`config.mk`:
```
export PLATFORM = sky130hd
export DESIGN_NAME = lsu_ctrl
export DESIGN_NICKNAME = d
export VERILOG_FILES = /design/src/rtl/lsu_ctrl.sv
export SDC_FILE = /design/constraint.sdc
export NUM_CORES = 1
export LEC_CHECK = 0
export ABC_AREA = 1
export CAP_MARGIN = 20
export CORE_MARGIN = 3
export CORE_UTILIZATION = 34
export DETAILED_ROUTE_END_ITERATION = 6
export PLACE_DENSITY = 0.89
export SYNTH_ARGS = -nofsm -noshare
export SYNTH_HDL_FRONTEND = slang
export SYNTH_SLANG_ARGS = --single-unit
```
`constraint.sdc`:
```
create_clock -name clk -period 3.15 [get_ports clk]
set_input_delay 0.315 -clock clk [delete_from_list [all_inputs] [get_ports clk]]
set_output_delay 0.315 -clock clk [all_outputs]
set_load 0.05 [all_outputs]
```
`src/rtl/lsu_ctrl.sv`:
```
// LSU responder: forwards AGU load/store commands to the data bus and tracks them in an in-order FIFO.
// It aligns and extends load data and retires one response per command. Optional macro: LSU_MISALGN_CHK_EN.
module lsu_ctrl #(
  parameter int unsigned XLEN       = 32,
  parameter int unsigned ADDR_SIZE  = 32,
  parameter int unsigned ITAG_WIDTH = 2,
  parameter int unsigned OTF_DEPTH  = 2
) (
  input  logic                  clk,
  input  logic                  rst,
  input  logic                  agu_cmd_valid,
  output logic                  agu_cmd_ready,
  input  logic [ADDR_SIZE-1:0]  agu_cmd_addr,
  input  logic                  agu_cmd_read,
  input  logic [XLEN-1:0]       agu_cmd_wdata,
  input  logic [1:0]            agu_cmd_size,
  input  logic                  agu_cmd_usign,
  input  logic [ITAG_WIDTH-1:0] agu_cmd_itag,
  output logic                  agu_rsp_valid,
  input  logic                  agu_rsp_ready,
  output logic                  mem_cmd_valid,
  input  logic                  mem_cmd_ready,
  output logic [ADDR_SIZE-1:0]  mem_cmd_addr,
  output logic                  mem_cmd_read,
  output logic [XLEN-1:0]       mem_cmd_wdata,
  output logic [XLEN/8-1:0]     mem_cmd_wmask,
  input  logic                  mem_rsp_valid,
  output logic                  mem_rsp_ready,
  input  logic [XLEN-1:0]       mem_rsp_rdata,
  input  logic                  mem_rsp_err,
  output logic                  lsu_o_valid,
  input  logic                  lsu_o_ready,
  output logic [XLEN-1:0]       lsu_o_wbck_wdat,
  output logic [ITAG_WIDTH-1:0] lsu_o_itag,
  output logic                  lsu_o_read,
  output logic                  lsu_o_err,
  output logic                  lsu_idle
);

  localparam int unsigned MW = XLEN / 8;
  localparam int unsigned PW = (OTF_DEPTH > 1) ? $clog2(OTF_DEPTH) : 1;
  localparam int unsigned CW = $clog2(OTF_DEPTH + 1);

  logic [ITAG_WIDTH-1:0] itag_q  [OTF_DEPTH];
  logic                  read_q  [OTF_DEPTH];
  logic [1:0]            size_q  [OTF_DEPTH];
  logic                  usign_q [OTF_DEPTH];
  logic [1:0]            addr_q  [OTF_DEPTH];

  logic [PW-1:0] wptr_q, wptr_d, rptr_q, rptr_d;
  logic [CW-1:0] cnt_q, cnt_d;
  logic          full, empty, push, pop;
  logic          head_mis;
  logic [3:0]    mask4;
  logic [XLEN-1:0] shifted, load_data;

  logic unused_ok;
  assign unused_ok = agu_rsp_ready;

  assign full  = (cnt_q == CW'(OTF_DEPTH));
  assign empty = (cnt_q == '0);

`ifdef LSU_MISALGN_CHK_EN
  logic misalgn_q [OTF_DEPTH];
  logic cmd_mis;

  assign cmd_mis = ((agu_cmd_size == 2'b01) & agu_cmd_addr[0]) |
                   (agu_cmd_size[1] & (agu_cmd_addr[1:0] != 2'b00));
  // Misaligned commands never reach the bus; they retire straight from the FIFO with an error.
  assign mem_cmd_valid = agu_cmd_valid & ~full & ~cmd_mis;
  assign agu_cmd_ready = ~full & (cmd_mis | mem_cmd_ready);
  assign head_mis      = misalgn_q[rptr_q];
  assign lsu_o_valid   = ~empty & (head_mis | mem_rsp_valid);
  assign mem_rsp_ready = lsu_o_ready & ~empty & ~head_mis;

  always_ff @(posedge clk) begin
    if (push) misalgn_q[wptr_q] <= cmd_mis;
  end
`else
  assign mem_cmd_valid = agu_cmd_valid & ~full;
  assign agu_cmd_ready = mem_cmd_ready & ~full;
  assign head_mis      = 1'b0;
  assign lsu_o_valid   = mem_rsp_valid & ~empty;
  assign mem_rsp_ready = lsu_o_ready & ~empty;
`endif

  assign push = agu_cmd_valid & agu_cmd_ready;
  assign pop  = lsu_o_valid & lsu_o_ready;

  assign mem_cmd_addr  = agu_cmd_addr;
  assign mem_cmd_read  = agu_cmd_read;
  assign mem_cmd_wdata = agu_cmd_wdata;

  always_comb begin
    mask4 = 4'b0000;
    if (!agu_cmd_read) begin
      case (agu_cmd_size)
        2'b00:   mask4 = 4'b0001 << agu_cmd_addr[1:0];
        2'b01:   mask4 = agu_cmd_addr[1] ? 4'b1100 : 4'b0011;
        default: mask4 = 4'b1111;
      endcase
    end
  end
  assign mem_cmd_wmask = MW'(mask4);

  always_ff @(posedge clk) begin
    if (push) begin
      itag_q[wptr_q]  <= agu_cmd_itag;
      read_q[wptr_q]  <= agu_cmd_read;
      size_q[wptr_q]  <= agu_cmd_size;
      usign_q[wptr_q] <= agu_cmd_usign;
      addr_q[wptr_q]  <= agu_cmd_addr[1:0];
    end
  end

  always_comb begin
    wptr_d = wptr_q;
    rptr_d = rptr_q;
    cnt_d  = cnt_q;
    if (push) wptr_d = (wptr_q == PW'(OTF_DEPTH - 1)) ? '0 : wptr_q + 1'b1;
    if (pop)  rptr_d = (rptr_q == PW'(OTF_DEPTH - 1)) ? '0 : rptr_q + 1'b1;
    if (push && !pop)      cnt_d = cnt_q + 1'b1;
    else if (pop && !push) cnt_d = cnt_q - 1'b1;
  end

  always_ff @(posedge clk or posedge rst) begin
    if (rst) begin
      wptr_q <= '0;
      rptr_q <= '0;
      cnt_q  <= '0;
    end else begin
      wptr_q <= wptr_d;
      rptr_q <= rptr_d;
      cnt_q  <= cnt_d;
    end
  end

  assign shifted = mem_rsp_rdata >> {addr_q[rptr_q], 3'b000};

  always_comb begin
    case (size_q[rptr_q])
      2'b00:   load_data = {{(XLEN-8){~usign_q[rptr_q] & shifted[7]}}, shifted[7:0]};
      2'b01:   load_data = {{(XLEN-16){~usign_q[rptr_q] & shifted[15]}}, shifted[15:0]};
      default: load_data = shifted;
    endcase
  end

  assign lsu_o_wbck_wdat = (read_q[rptr_q] && !head_mis) ? load_data : '0;
  assign lsu_o_itag      = itag_q[rptr_q];
  assign lsu_o_read      = read_q[rptr_q];
  assign lsu_o_err       = head_mis | mem_rsp_err;
  assign agu_rsp_valid   = pop;
  assign lsu_idle        = empty;

endmodule

```
* After elaboration in Yosys (flattened, before gate mapping) *
Memory sizes are Yosys's and may differ from the RTL's.
Cells that the tools add are included.

storage, ports and cells
  memories = 5
  flip-flop bits (word level) = 4
  word-level logic and storage cells = 47
  memory bits (read-only) = 0
  latch bits = 0
  RAM bits = 16
  input port bits = 110

memory list
  name     depth  width  rd ports  clocked after Yosys merged registers in  write ports  line  RTL
  addr_q   2      2      1         0                                        1            48    logic [1:0] addr_q [OTF_DEPTH];
  itag_q   2      2      1         0                                        1            44    logic [ITAG_WIDTH-1:0] itag_q [OTF_DEPTH];
  size_q   2      2      1         0                                        1            46    logic [1:0] size_q [OTF_DEPTH];
  read_q   2      1      1         0                                        1            45    logic read_q [OTF_DEPTH];
  usign_q  2      1      1         0                                        1            47    logic usign_q [OTF_DEPTH];

cells by class
  reduce and logical (&&, ||, !) cells = 8
  $lt $le $gt $ge = 0
  equality and inequality tests = 3
  shifts and indexed selects = 2
  multipliers = 0
  add/sub/neg operators = 4
  divide/modulo/power cells = 0
  muxes and demuxes = 11
  bitwise logic cells = 11

operators by type and width
  cell                 number
  $pmux 32 s2          1
  $mux 32              1
  $shr 32x5->32        1
  $and 1x1->1          8
  $mux 4               2
  $pmux 4 s2           1
  $logic_not 2->1      3
  $eq 2x1->1 const B   2
  $mux 1               4
  $mux 2               2
  $shl 1x2->4 const A  1
  $not 1->1            3
  $add 1x1->1 const B  2
  $add 2x1->2 const B  1
  $eq 2x2->1 const B   1
  $logic_and 1x1->1    2
  $logic_not 1->1      2
  $reduce_bool 2->1    1
  $sub 2x1->2 const B  1

* Logic depth before layout (Yosys ltp) *
  depth in word-level cells = 8
  mapped depth = 10

* Least setup slack after synthesis *
Ideal clock, no wire load.

  path type = flip-flop to flip-flop
  start = register cnt_q[0]
  end = register cnt_q[1]
  clock period less this slack = 2.550 ns
  slack = 0.600 ns
  path buffers = 0
  stages on the path, launching flop included = 8
  data arrival time = 2.419 ns
  library setup time = 0.131 ns
  required time = 3.019 ns
  path through = dfrtp_1 nor2_1 nor2_1 nand2_1 ha_1 a21oi_1 o21ai_0 xor2_1

between the ends
  word-level cells in the longest chain between the ends = 7
  elaborated cells between the ends (all ways) = 17
  classes of those cells = add/sub (2); eq/ne (1); mux (2); bitwise (6); reduce/logical (6)

ends and longest elaborated chain
  element                                      line  RTL
  from (decl)                                  51    logic [CW-1:0] cnt_q, cnt_d;
  from (signal assigned)                       134   cnt_q <= cnt_d;
  $logic_not 2->1 (*)                          61    assign empty = (cnt_q == '0);
  via lsu_idle                                 37    output logic lsu_idle
  $not 1->1 (*)                                83    assign lsu_o_valid = mem_rsp_valid & ~empty;
  $and 1x1->1 (*)                              83
  $and 1x1->1 (*)                              88    assign pop = lsu_o_valid & lsu_o_ready;
  $logic_not 1->1                              122   if (push && !pop) cnt_d = cnt_q + 1'b1;
  $logic_and 1x1->1                            122
  $mux 2 or $reduce_bool 2->1 (tied branches)  -

Mark *: on every way through the listed nets, which the timed path passes. The rest lies on a longest branch. The select of a mux whose other input is x is not followed.
A chain may end at the register's enable or synchronous reset.

* Worst setup path after layout *
  start = register rptr_q
  end = output lsu_o_wbck_wdat[20]

between the ends
  word-level cells in the longest chain between the ends = 5
  elaborated cells between the ends (all ways) = 12
  classes of those cells = eq/ne (1); shift (1); mux (2); bitwise (3); reduce/logical (1); memory (4)

ends and longest elaborated chain
  element                                     line           RTL
  from (decl)                                 50             logic [PW-1:0] wptr_q, wptr_d, rptr_q, rptr_d;
  from (signal assigned)                      133            rptr_q <= rptr_d;
  $mem_v2 2x2 or $mem_v2 2x1 (tied branches)  -
  $shr 32x5->32 or $not 1->1 (tied branches)  138, 142, 143
  $and 1x1->1, on equally long branches       143, 142
  $pmux 32 s2                                 141            case (size_q[rptr_q])
  $mux 32 (*)                                 148            assign lsu_o_wbck_wdat = (read_q[rptr_q] && !head_mis) ? load_data : '0;
  to (decl)                                   33             output logic [XLEN-1:0] lsu_o_wbck_wdat,

Mark *: on every way between the ends. The rest lies on a longest branch, timed or not.

==> parameters.txt <==
Parameter                              Value

Status
  Result of the run    completed

STA
  Setup clock skew after layout    2.66 ps
  Worst Slack Setup Final    294 ps
  Final min period    2860 ps
  Max Transition Viols Final    0
  Endpoints failing setup    0
  Final hold violation count    0
  Setup Total Neg Slack    0 ps
  Tightest Pin Transition    739 ps
  Period Utilization, post-route    90.7%
  Worst max-slew margin expressed relative to the limit    50.7%
  Max Clock Freq    350 MHz
  RSZ-0062 raised after global routing    false

Finish
  Combined area of the multi-input logic cells    1070 um^2
  FILL cells    634
  Antenna cells    0
  Layout Cells excl Fill    481
  Commonest non-fill, non-tap cells in the layout    sky130_fd_sc_hd__nand2_1 (109), sky130_fd_sc_hd__clkdlybuf4s50_1 (61), sky130_fd_sc_hd__a21oi_1 (43)
  Number of nets in the layout    500
  Area added between synthesis and finish    32.8%
  FF+latch area    581 um^2
  Share of final-layout standard cells stronger than drive strength 1    15.2%
  Post-layout utilization of the core    48.0%
  Post-route standard cell area excluding fillers    3150 um^2
  Most common cell after layout, fill and taps aside    sky130_fd_sc_hd__nand2_1

Routing
  DR vias    2325
  Number of nets with antenna violations after routing    0
  Drt total wl    6840 um
  Vias per cell    4.83
  Number of DRC violations after detailed-routing iteration 0    124
  Pre-antenna DRT Iters    4
  Post-route DRC    0
  Post-detailed-route wirelength per cell    14.2 um

Floorplanning
  Ports    221
  Std-Cell Core Area    6570 um^2
  Initial standard-cell utilization of the core    36.1%
  Placement Rows    29
  Area enclosed by the die boundary    8020 um^2
  Die boundary width    89.6 um
  Die Height    89.6 um

Power and ir drop
  Comb pwr share    85.6%
  Clk pwr share    4.3%
  Static leakage power    1.49 nW
  Switching fraction of total power    56.9%
  Worst ir drop on vdd    0.000512 V
  Power dissipated by switching net loads    0.00221 W
  Pwr per Cell Area    1230 nW/um^2
  Sequential cell fraction of total power    10.1%
  Cell-internal power    0.00168 W

Clock tree
  Clock-pin slew reported for the worst setup and hold paths after clock tree synthesis    70 ps
  Buffers from clock root to sink, at most    2
  Post-CTS Repair Setup Buffers    0
  Number of H-tree levels    1
  Clock root buffer    sky130_fd_sc_hd__clkbuf_8
  Sink count of the clock tree    20
  Post-CTS sizing    0
  Hold_buf cts    0
  Cts bufs inserted    3
  Clock latency at the later pin of the worst-skew pair    260 ps
  TritonCTS clock tree    built

Worst setup path
  Arrival time worst endpoint    2540 ps
  Capture point of the worst path    lsu_o_wbck_wdat[20]
  Worst reg2reg path endpoint    usign_q[0]
  Slowest CP cell    sky130_fd_sc_hd__dfrtp_1
  Flop-to-flop setup slack    1430 ps
  Crit path kind    flop to output port
  Required @ worst endpoint    2830 ps
  Cell repeated most along the worst path    sky130_fd_sc_hd__nand2_1
  Kind of end point of the critical path    output port
  Critical path peak fanout    33
  Logic depth of the worst register-to-register path    5
  Start of the worst register-to-register path    cnt_q[1]
  Biggest cell delay along the critical path    640 ps
  Start point of the critical path    rptr_q
  Startpoint class of the critical path    flop
  Crit-path cells    inv_2 -> nand2_1 -> nand2_2 -> nand2_1 -> nand2_1 -> nand3_1 -> nand3_4 -> nand2_1 -> inv_1 -> buf_12

Synth
  Compound-cell area share of the yosys netlist    11.5%
  Fraction of the mapped netlist area in adder cells    0.527%
  Net count of the mapped netlist    477
  Dominant combinational cell family by area after synthesis    simple AND/OR/NAND/NOR gates
  Total standard cell area after synthesis    2370 um^2
  Distinct cells, synth    23
  Area fraction in and, or, nand and nor cells after synthesis    31.5%
  Total of warnings raised by yosys    0
  Cell count after synthesis    366
  Proportion of synthesized area in mux cells    0%
  Mean area per synthesized cell    6.49 um^2
  Share of the synthesized netlist area taken by xor and xnor gates    1.48%
  Flop and latch count out of synthesis    20
  Sequential share of the synthesized area    24.5%

Flow run
  Max_cap viols    0

GRT
  Largest net degree at the start of global routing    34
  Total track usage    16.4%
  Global-route wire length before repair    10400 um
  Remaining global-route overflow    0
  Number of global-route vias before repair    2258
  Antenna violations before repair    0

Place
  Worst slack after detailed placement    606 ps
  Post-DP Area    3110 um^2
  Placed wire-length estimate after detailed placement    5500 um
  Routability Congestion    0.884
  Port bufs    93
  Dpl cells    477

Worst hold path
  Hold Path Class    input pin to async pin
## worst max-delay path, delay by kind of cell (launching register included)
| kind | cells | cell delay (ps) |
|---|---|---|
| buffers and inverters | 3 | 400 |
| DFF | 1 | 640 |
| and+or+nand+nor | 7 | 1240 |
## synth_stat cells (all sizes together)
| cell | instances | area, um^2 |
|---|---|---|
| xnor2 | 1 | 8.76 |
| xor2 | 3 | 26.3 |
| nand3 | 36 | 210 |
| nand2 | 116 | 463 |
| o21ai | 10 | 57.6 |
| edfxtp | 16 | 480 |
| inv | 41 | 154 |
| nor2 | 14 | 67.6 |
| clkbuf | 5 | 18.8 |
| a21oi | 43 | 215 |
| buf | 75 | 553 |
| or2 | 1 | 6.26 |
| dfrtp | 4 | 100 |
| ha | 1 | 12.5 |
## how the worst min path moves through the flow
stage	startpoint	cells after the start	end
after global placement	cnt_q[0]	1	cnt_q[0]
final	rst	2	cnt_q[1]
after floorplan	rst	1	cnt_q[0]
after global routing	rst	2	cnt_q[1]
after detailed placement	rst	2	cnt_q[1]
after CTS	rst	2	cnt_q[1]
## final cells by class
class                      count  area share, %
clock buffer                   3           1.31
inverter                      41           4.88
sequential                    20           18.4
multi-input combinational    225           33.9
tap                           93           3.69
timing repair buffer          98           37.7
clock inverter                 1          0.119
## power by group through the flow
stage,logic (W),clock network [W],registers (W)
floorplan,0.00227,0,0.000370
CTS,0.00334,0.000170,0.000393
detailed placement,0.00333,0,0.000398
global placement,0.00329,0,0.000393
global route,0.00354,0.000183,0.000399
finish,0.00333,0.000166,0.000392
## registers in the layout, summed over array words and instances, names as in the netlist
| signal | count |
|---|---|
| read_q | 2 |
| addr_q | 4 |
| wptr_q | 1 |
| size_q | 4 |
| itag_q | 4 |
| usign_q | 2 |
| cnt_q | 2 |
| rptr_q | 1 |
## through the flow
step / total power (W) / hold WS [ps]
after detailed placement: 0.00373 / 521
final: 0.00389 / 248
after CTS: 0.00391 / 244
after global placement: 0.00368 / 495
after global routing: 0.00413 / 259
after floorplan: 0.00264 / 81.1
## kinds of logic after synthesis
| kind of cell | after synthesis |
|---|---|
| simple gates | 167 |
| buf+inv | 121 |
| compound gates | 53 |
| flops | 20 |
| xor+xnor | 4 |
| fa+ha+maj | 1 |
## routing by layer
| layer | track usage [%] | vias up | wire length, um |
|---|---|---|---|
| met3 | 5.81 | 21 | 622 |
| met1 | 17.8 | 1035 | 2410 |
| met5 | 0 | - | 0 |
| li1 | - | 1136 | - |
| met4 | 6.09 | 0 | 172 |
| met2 | 29.2 | 133 | 3640 |
Note: power is estimated with default switching activity, not from simulation.
